## src/rtl/tow_pkg.sv

```systemverilog
// Shared definitions for the tug-of-war computer player: state encoding and LFSR taps.
package tow_pkg;

    typedef enum logic [2:0] {
        StIdle  = 3'd0,
        StArmed = 3'd1,
        StReact = 3'd2,
        StPress = 3'd3,
        StDone  = 3'd4
    } ap_state_e;

    // x^8 + x^6 + x^5 + x^4 + 1, as tap positions 7, 5, 4, 3 of a left-shifting register
    localparam logic [7:0] LfsrTaps = 8'hB8;

    function automatic logic [7:0] lfsr8_next(input logic [7:0] q);
        return {q[6:0], ^(q & LfsrTaps)};
    endfunction

endpackage

```

## src/rtl/auto_player_if.sv

```systemverilog
// Match-controller <-> computer-player signal bundle.
interface auto_player_if;
    logic       enable;
    logic       leds_on;
    logic       clear;
    logic       pb_press;
    logic [2:0] state_dbg;
    logic       false_start;

    modport master (
        output enable, leds_on, clear,
        input  pb_press, state_dbg, false_start
    );

    modport slave (
        input  enable, leds_on, clear,
        output pb_press, state_dbg, false_start
    );
endinterface

```

## src/rtl/ap_lfsr8.sv

```systemverilog
// Free-running 8-bit Fibonacci LFSR used as the player's randomness source.
module ap_lfsr8
    import tow_pkg::*;
#(
    parameter logic [7:0] SEED = 8'hA5
) (
    input  logic       clk,
    input  logic       rst,
    output logic [7:0] q
);

    logic [7:0] r_q;

    always_ff @(posedge clk or posedge rst) begin
        if (rst) begin
            r_q <= SEED;
        end else begin
            r_q <= lfsr8_next(r_q);
        end
    end

    assign q = r_q;

endmodule

```

## src/rtl/auto_player.sv

```systemverilog
// Computer opponent: waits for the go lights, reacts after a pseudo-random delay and holds
// a synthetic button press; occasionally jumps the gun with a deliberate false start.
module auto_player
    import tow_pkg::*;
#(
    parameter int unsigned REACT_MIN       = 20,
    parameter int unsigned REACT_SPAN_BITS = 5,
    parameter int unsigned HOLD_CYC        = 10,
    parameter logic [7:0]  SEED            = 8'hA5,
    parameter bit          FALSE_START_EN  = 1'b1
) (
    input  logic           clk,
    input  logic           rst,
    auto_player_if.slave   io_ap
);

    localparam int unsigned DelayMax = REACT_MIN + (1 << REACT_SPAN_BITS) - 1;
    localparam int unsigned CntMax   = (DelayMax > HOLD_CYC) ? DelayMax : HOLD_CYC;
    localparam int unsigned CntW     = $clog2(CntMax + 1);

    logic [7:0]      w_lfsr;
    ap_state_e       r_state, w_state_d;
    logic [CntW-1:0] r_cnt, w_cnt_d;
    logic [CntW-1:0] r_delay, w_delay_d;
    logic [CntW-1:0] w_arm_delay;
    logic            r_early, w_early_d;
    logic            r_clear;
    logic            w_clear_fall;
    logic            r_pb;
    logic            r_fs, w_fs_d;

    ap_lfsr8 #(
        .SEED (SEED)
    ) u_lfsr (
        .clk (clk),
        .rst (rst),
        .q   (w_lfsr)
    );

    assign w_clear_fall = r_clear & ~io_ap.clear;
    assign w_arm_delay  = CntW'(REACT_MIN) + CntW'(w_lfsr[REACT_SPAN_BITS-1:0]);

    always_comb begin
        w_state_d = r_state;
        w_cnt_d   = r_cnt;
        w_delay_d = r_delay;
        w_early_d = r_early;
        w_fs_d    = 1'b0;

        if (!io_ap.enable) begin
            w_state_d = StIdle;
        end else if (w_clear_fall) begin
            // A clear edge wins over leds_on; the lights are looked at from ARMED next cycle.
            w_state_d = StArmed;
            w_delay_d = w_arm_delay;
            w_early_d = FALSE_START_EN && (w_lfsr[7:4] == 4'h0);
        end else if (io_ap.clear && (r_state != StIdle)) begin
            // Round aborted: park in DONE until the clear edge re-arms.
            w_state_d = StDone;
        end else begin
            case (r_state)
                StIdle, StDone: ;
                StArmed: begin
                    if (io_ap.leds_on) begin
                        w_state_d = StReact;
                        w_cnt_d   = r_delay;
                    end else if (r_early) begin
                        w_state_d = StPress;
                        w_cnt_d   = CntW'(HOLD_CYC);
                        w_fs_d    = 1'b1;
                    end
                end
                StReact: begin
                    if (r_cnt <= CntW'(1)) begin
                        w_state_d = StPress;
                        w_cnt_d   = CntW'(HOLD_CYC);
                    end else begin
                        w_cnt_d = r_cnt - CntW'(1);
                    end
                end
                StPress: begin
                    if (r_cnt <= CntW'(1)) begin
                        w_state_d = StDone;
                        w_cnt_d   = '0;
                    end else begin
                        w_cnt_d = r_cnt - CntW'(1);
                    end
                end
                default: w_state_d = StIdle;
            endcase
        end
    end

    always_ff @(posedge clk or posedge rst) begin
        if (rst) begin
            r_state <= StIdle;
            r_cnt   <= '0;
            r_delay <= '0;
            r_early <= 1'b0;
            r_clear <= 1'b0;
            r_pb    <= 1'b0;
            r_fs    <= 1'b0;
        end else begin
            r_state <= w_state_d;
            r_cnt   <= w_cnt_d;
            r_delay <= w_delay_d;
            r_early <= w_early_d;
            r_clear <= io_ap.clear;
            r_pb    <= (w_state_d == StPress);
            r_fs    <= w_fs_d;
        end
    end

    assign io_ap.pb_press    = r_pb;
    assign io_ap.state_dbg   = r_state;
    assign io_ap.false_start = r_fs;

endmodule

```

## src/flat_wrapper.sv

```systemverilog
// flat-port wrapper written by rule: the top's interface ports become plain ports
module auto_player_flat import tow_pkg::*;
#(
    parameter int unsigned REACT_MIN       = 20,
    parameter int unsigned REACT_SPAN_BITS = 5,
    parameter int unsigned HOLD_CYC        = 10,
    parameter logic [7:0]  SEED            = 8'hA5,
    parameter bit          FALSE_START_EN  = 1'b1
)
  (clk, rst, io_ap_enable, io_ap_leds_on, io_ap_clear, io_ap_pb_press, io_ap_state_dbg, io_ap_false_start);
  auto_player_if io_ap_i ();
  input  logic clk;
  input  logic rst;
  input wire logic [$bits(io_ap_i.enable)-1:0] io_ap_enable;
  input wire logic [$bits(io_ap_i.leds_on)-1:0] io_ap_leds_on;
  input wire logic [$bits(io_ap_i.clear)-1:0] io_ap_clear;
  output wire logic [$bits(io_ap_i.pb_press)-1:0] io_ap_pb_press;
  output wire logic [$bits(io_ap_i.state_dbg)-1:0] io_ap_state_dbg;
  output wire logic [$bits(io_ap_i.false_start)-1:0] io_ap_false_start;
  assign io_ap_i.enable = io_ap_enable;
  assign io_ap_i.leds_on = io_ap_leds_on;
  assign io_ap_i.clear = io_ap_clear;
  assign io_ap_pb_press = io_ap_i.pb_press;
  assign io_ap_state_dbg = io_ap_i.state_dbg;
  assign io_ap_false_start = io_ap_i.false_start;
  auto_player #(.REACT_MIN(REACT_MIN), .REACT_SPAN_BITS(REACT_SPAN_BITS), .HOLD_CYC(HOLD_CYC), .SEED(SEED), .FALSE_START_EN(FALSE_START_EN)) u_core (.clk(clk), .rst(rst), .io_ap(io_ap_i));
endmodule
```

## config.mk

```make
export PLATFORM = sky130hd
export DESIGN_NAME = auto_player_flat
export DESIGN_NICKNAME = d
export VERILOG_FILES = /design/src/rtl/tow_pkg.sv /design/src/rtl/auto_player_if.sv /design/src/rtl/ap_lfsr8.sv /design/src/rtl/auto_player.sv /design/src/flat_wrapper.sv
export SDC_FILE = /design/constraint.sdc
export NUM_CORES = 1
export LEC_CHECK = 0
export CORE_AREA = 2 2 41 71
export CTS_BUF_LIST = sky130_fd_sc_hd__clkbuf_8
export DETAILED_ROUTE_END_ITERATION = 7
export DIE_AREA = 0 0 43 73
export PLACE_DENSITY = 0.69
export SLEW_MARGIN = 20
export SYNTH_ARGS = -nofsm -noshare
export SYNTH_HDL_FRONTEND = slang
export SYNTH_SLANG_ARGS = --single-unit
```

## constraint.sdc

```tcl
create_clock -name clk -period 2.5 [get_ports clk]
set_input_delay 0.5 -clock clk [delete_from_list [all_inputs] [get_ports clk]]
set_output_delay 0.5 -clock clk [all_outputs]
set_load 0.01 [all_outputs]
```

==> impl_metrics.py, run 1 <==
metrics = {
    "layout": {
        "regArea_um2": 680.7,
        "layoutNonFillerInstCount": 163,
        "diodes": 0,
        "areaGrowthSynthToFinish_pct": 11.79,
        "drive_gt1_frac": 0.1471,
        "finalNetCount": 146,
        "fillers": 240,
        "fin_util": 0.5733,
        "final_cell_mix": "dfrtp_1, inv_1, nor2_1, clkdlybuf4s50_1, o21ai_0",
        "multi_input_area_um2": 604.3,
        "design_area_um2": 1506,
        "final_common_cell": "dfrtp_1",
    },
    "place": {
        "postPlaceCellArea_um2": 1461,
        "dp_cells": 159,
        "numPortBuffers": 9,
        "globalplace.congestion": 0.9496,
        "pre_cts_ws_ns": 0.2937,
        "dp_hpwl_mm": 1.937,
    },
    "grt": {
        "grt_pass1_wl_mm": 4.505,
        "overflow": 0,
        "antenna_found_initial": 0,
        "grt_pass1_vias": 982,
        "track_usage": 0.1877,
        "grt_max_degree": 28,
    },
    "worst_setup_path": {
        "r2r_slack_ns": 0.63,
        "r2r_start": "u_core.r_cnt[2]",
        "worstPathMaxFanout": 10,
        "worstSetupEndpoint": "io_ap_state_dbg[0]",
        "crit_path_max_incr_delay_ns": 0.61,
        "cp_num_cells": 1,
        "critical_path.startpoint": "u_core.io_ap.state_dbg[0]",
        "crit_chain": "clkdlybuf4s50_1",
        "critical-path-slowest-cell": "clkdlybuf4s50_1",
        "reg2reg_depth": 4,
        "crit_arrival_ns": 1.44,
        "r2r-end": "u_core.io_ap.state_dbg[0]",
        "cp-start-kind": "flip-flop",
        "crit_required_ns": 2.00,
        "cpLargestDelayFamily": "buffers and inverters",
        "critPathKind": "flip-flop to primary output",
        "worst-path-buf-inv": 1,
        "crit_path_end_kind": "primary output",
    },
    "clock_tree": {
        "numCtsBuffers": 3,
        "clock-root-buffer": "clkbuf_8",
        "cts_setup_buffers": 0,
        "clock_insertion_delay_worst_skew_ns": 0.26,
        "clock_sinks": 27,
        "cts_buffer_depth": 2,
        "cts.repair.resized": 0,
        "cts_tree": "built",
        "cts_hold_buf": 0,
        "path_clk_slew_ns": 0.08,
        "htreeDepth": 1,
    },
    "timing": {
        "hold_viol_final": 0,
        "worst_pin_slew_ns": 0.5215,
        "fmax_mhz": 515.7,
        "setup_viol": 0,
        "skew_ns": 0.002359,
        "slew_headroom": 0.6491,
        "period_minus_slack_ns": 1.939,
        "post-route-period-util": 0.7756,
        "setup_tns_ns": 0,
        "rsz0062_at_grt": "no",
        "setup_ws_ns": 0.5609,
        "holdWs_ns": 0.3847,
        "final_max_slew_viol_count": 0,
    },
    "power": {
        "fin_total_pwr_mw": 0.9452,
        "p_leak_nw": 0.6730,
        "worst_ir_drop_vdd_uv": 411.9,
        "p_per_area_nw_per_um2": 627.5,
    },
    "synth": {
        "syn_inst": 126,
        "syn_area_um2": 1348,
        "synth_top_area_cell": "dfrtp_1",
        "synth.top_cell.area_share": 0.4271,
        "ys_warn_count": 0,
        "synth-main-ff-cell": "dfrtp_1",
        "synth_cell_type_count": 44,
        "ys_ff_latch": 27,
        "synthTopCellsByArea": "dfrtp_1, dfstp_2, ha_1",
        "syn_nets": 135,
        "yosysSeqAreaShare": 0.5051,
        "synth_edf_count": 0,
        "async_flop_share": 1.000,
        "avgSynthCellArea_um2": 10.69,
    },
    "route": {
        "vias_per_cell": 6.049,
        "wl_mm": 2.584,
        "drtIter0Drc": 31,
        "drt-pass1-iter-count": 4,
        "ant_nets": 0,
        "route.detailed.wl_per_inst_um": 15.85,
        "drc_errors": 0,
        "vias": 986,
    },
    "floorplan": {
        "dieArea_um2": 3139,
        "fp.dieW_um": 43,
        "die_y_um": 73,
        "ios": 10,
        "start_util": 0.5129,
        "num_rows": 25,
        "core_um2": 2628,
    },
    "run_status": {
        "status": "completed",
    },
    "job": {
        "cap_viol_max_count": 0,
    },
    "hold_path": {
        "holdCritStartpoint": "u_core.u_lfsr.q[6]",
        "hold_class": "flip-flop to flip-flop",
    },
}
[metal layers]
| metal | GRT usage | part of all wire |
|---|---|---|
| met1 | 0.2338 | 0.40 |
| met3 | 0.02228 | 0.024 |
| met4 | 0.06061 | 0.0054 |
| met2 | 0.3333 | 0.57 |
| met5 | 0 | 0 |
[kinds of logic after synthesis]
| logic type | Yosys count | synth area share |
|---|---|---|
| AND/OR/NAND/NOR | 39 | 0.1755 |
| AO/OA/AOI/OAI | 36 | 0.1913 |
| flip-flops | 27 | 0.5051 |
| buffers and inverters | 14 | 0.04643 |
| adder cells (fa/ha/maj) | 4 | 0.03714 |
| XOR/XNOR | 3 | 0.01950 |
| multiplexers | 3 | 0.02507 |
[cell type report]
cell class | instances | share of cell area
flip-flops and latches | 27 | 0.4518
multi-input cells | 85 | 0.4012
repair buffers | 12 | 0.07475
clock buffers | 3 | 0.02741
well taps | 27 | 0.02243
inverters | 8 | 0.01993
clock inverters | 1 | 0.002492
[registers in the layout, indices dropped and copies added (netlist names)]
name and flops:
u_core.io_ap.false_start 1, u_core.io_ap.pb_press 1, u_core.io_ap.state_dbg 3, u_core.r_clear 1, u_core.r_cnt 6, u_core.r_delay 6, u_core.r_early 1, u_core.u_lfsr.q 8
[synthesized netlist by cell type, types with 2 or more instances]
master,count
a21oi_1,5
a22o_1,2
a31oi_1,2
buf_2,2
clkbuf_1,3
dfrtp_1,23
dfstp_2,4
ha_1,4
inv_1,8
mux2_2,3
nand2_1,7
nand2b_1,3
nand3_1,3
nor2_1,9
nor3_1,3
nor4b_1,3
o211a_1,2
o21a_1,2
o21ai_0,8
o21ai_1,4
or4_1,2
xnor2_1,2
[report_power, final]
group          internal [mW]  leakage [nW]  total (mW)  switching, mW
Combinational         0.0767         0.304       0.202          0.125
Clock                  0.110        0.0269       0.233          0.123
Sequential             0.470         0.342       0.511         0.0408
[worst min path at each step]
stage                         endpoint  slack (ns)  cells past startpoint
finish              u_core.u_lfsr.q[7]        0.38                      0
global route        u_core.u_lfsr.q[7]        0.39                      0
CTS                 u_core.u_lfsr.q[7]        0.39                      0
detailed placement  u_core.u_lfsr.q[7]        0.37                      0
global placement    u_core.u_lfsr.q[2]        0.37                      0
floorplan           u_core.u_lfsr.q[2]        0.35                      0
Power figures use the tool's default switching activity.
==> inputs of run 2 (changes only) <==
- CORE_AREA: 2 2 41 71 -> 2 2 41 72
- DIE_AREA: 0 0 43 73 -> 0 0 43 74
- PLACE_DENSITY: 0.69 -> 0.7
- clock period: 2.5 -> 1.6 ns (I/O delays scaled with it)
==> impl_metrics.py, run 2 (synthesis results as in run 1) <==
metrics = {
    "grt": {
        "grt_use_met2": 0.3889,
        "grt_max_degree": 28,
        "grt_use_met1": 0.2291,
        "antenna_found_initial": 0,
        "use_met3": 0.02427,
        "grt_pass1_vias": 1119,
        "track_usage": 0.2084,
        "overflow": 0,
        "grt_pass1_wl_mm": 5.030,
        "busiest_layer": "met2",
    },
    "worst_setup_path": {
        "crit_arrival_ns": 1.46,
        "cp-start-kind": "flip-flop",
        "reg2reg_depth": 5,
        "worstPathMaxFanout": 7,
        "critical_path.startpoint": "u_core.io_ap.state_dbg[0]",
        "critical-path-slowest-cell": "clkdlybuf4s50_1",
        "critPathKind": "flip-flop to primary output",
        "crit_path_max_incr_delay_ns": 0.62,
        "crit_required_ns": 1.28,
        "worstSetupEndpoint": "io_ap_state_dbg[0]",
        "cpLargestDelayFamily": "buffers and inverters",
        "crit_chain": "clkdlybuf4s50_1",
        "r2r-end": "u_core.io_ap.state_dbg[0]",
        "crit_path_end_kind": "primary output",
        "cp_num_cells": 1,
        "r2r_slack_ns": -0.15,
        "worst-path-buf-inv": 1,
        "r2r_start": "u_core.r_cnt[5]",
    },
    "timing": {
        "final_max_slew_viol_count": 0,
        "period_minus_slack_ns": 1.784,
        "fmax_mhz": 560.5,
        "slew_headroom": 0.7479,
        "skew_ns": 0.007707,
        "hold_viol_final": 0,
        "setup_tns_ns": -0.8421,
        "setup_ws_ns": -0.1842,
        "rsz0062_at_grt": "yes",
        "post-route-period-util": 1.115,
        "worst_pin_slew_ns": 0.3781,
        "setup_viol": 9,
    },
    "place": {
        "numPortBuffers": 9,
        "dp_hpwl_mm": 2.188,
        "globalplace.congestion": 0.8443,
    },
    "layout": {
        "diodes": 0,
        "final_common_cell": "buf_4",
        "areaGrowthSynthToFinish_pct": 33.52,
        "fillers": 201,
        "drive_gt1_frac": 0.3742,
        "largest_reg_flops": 8,
        "finalNetCount": 173,
        "final_cell_mix": "buf_4, dfrtp_1, nor2_1, clkdlybuf4s50_1",
    },
    "power": {
        "p_per_area_nw_per_um2": 990.5,
        "clkPwrFrac": 0.215,
        "fin_total_pwr_mw": 1.782,
        "switching_share": 0.3114,
        "power.switching_mw": 0.5550,
        "p_comb_frac": 0.346,
        "p_leak_nw": 0.8301,
        "worst_ir_drop_vdd_uv": 937.9,
        "power_frac_seq": 0.439,
        "p_int_mw": 1.227,
    },
    "hold_path": {
        "hold_class": "primary input to async pin",
    },
    "route": {
        "drc_errors": 0,
        "drtIter0Drc": 39,
        "vias": 1113,
        "ant_nets": 0,
        "route.detailed.wl_per_inst_um": 16.15,
        "vias_per_cell": 5.858,
        "wl_mm": 3.069,
        "drt-pass1-iter-count": 5,
    },
    "floorplan": {
        "fp.dieW_um": 43,
        "start_util": 0.5129,
        "dieArea_um2": 3182,
        "core_um2": 2628,
        "ios": 10,
        "die_y_um": 74,
        "num_rows": 25,
    },
    "run_status": {
        "status": "finished, violations left",
        "failed_checks": "negative setup slack",
    },
    "clock_tree": {
        "htreeDepth": 1,
        "path_clk_slew_ns": 0.10,
        "clock-root-buffer": "clkbuf_8",
        "cts_tree": "built",
        "cts_buffer_depth": 2,
        "clock_sinks": 27,
        "clock_insertion_delay_worst_skew_ns": 0.27,
        "numCtsBuffers": 3,
    },
    "job": {
        "cap_viol_max_count": 0,
    },
}
==> run 2: how the worst min path moves through the flow <==
stage | depth (start not counted) | to | from
detailed placement | 0 | u_core.u_lfsr.q[2] | u_core.u_lfsr.q[1]
global placement | 0 | u_core.u_lfsr.q[2] | u_core.u_lfsr.q[1]
floorplan | 0 | u_core.u_lfsr.q[2] | u_core.u_lfsr.q[1]
global route | 0 | u_core.u_lfsr.q[7] | u_core.u_lfsr.q[6]
CTS | 0 | u_core.u_lfsr.q[7] | u_core.u_lfsr.q[6]
finish | 3 | u_core.r_cnt[0] | rst
==> run 2: power groups by stage <==
| stage | Combinational [mW] | Sequential, mW | Clock (mW) |
|---|---|---|---|
| floorplan | 0.269 | 0.790 | 0 |
| global placement | 0.446 | 0.787 | 0 |
| global route | 0.669 | 0.789 | 0.414 |
| finish | 0.617 | 0.782 | 0.383 |
| CTS | 0.529 | 0.779 | 0.387 |
| detailed placement | 0.457 | 0.790 | 0 |
==> run 2: cell type report <==
type / count / area (um2) / area share
clock buffer: 3 / 41.29 / 0.02295
sequential: 27 / 681.9 / 0.3790
timing repair buffer: 39 / 337.8 / 0.1878
tap: 27 / 33.78 / 0.01878
inverter: 8 / 30.03 / 0.01669
clock inverter: 1 / 5.005 / 0.002782
multi-input combinational: 85 / 669.4 / 0.3720
==> run 2: timing repair <==
action / in CTS / in global routing
pin swaps: 11 / 5
endpoints found under the hold margin: 0 / 0
hold buffers: 0 / 0
setup endpoints to repair: 10 / 13
resized for setup: 13 / 8
buffers inserted: 4 / 3
==> run 2: layer usage <==
layer	wire length, um	share of wire
met5	0	0
met4	133	0.043
met3	45	0.015
met2	1648	0.54
met1	1241	0.40
==> run 2: worst reg2reg max path, delay by kind of cell (launching register included) <==
kind	cells	cell delay, ns
AO/OA/AOI/OAI	2	0.31
buffers and inverters	1	0.16
flip-flops	1	0.40
AND/OR/NAND/NOR	2	0.77
==> run 2: metrics by stage <==
step / area (um2) / setup WS (ns) / cells / hold WS (ns) / utilization
after floorplan: 1348 / -0.07479 / 126 / 0.3510 / -
after global placement: 1612 / -0.2981 / 179 / 0.3655 / 0.6133
after detailed placement: 1612 / -0.3644 / 179 / 0.3681 / 0.6133
after CTS: 1728 / -0.1523 / 187 / 0.3955 / 0.6576
after global routing: 1799 / -0.2099 / 190 / 0.4063 / 0.6848
final: 1799 / -0.1842 / 190 / 0.3888 / 0.6848
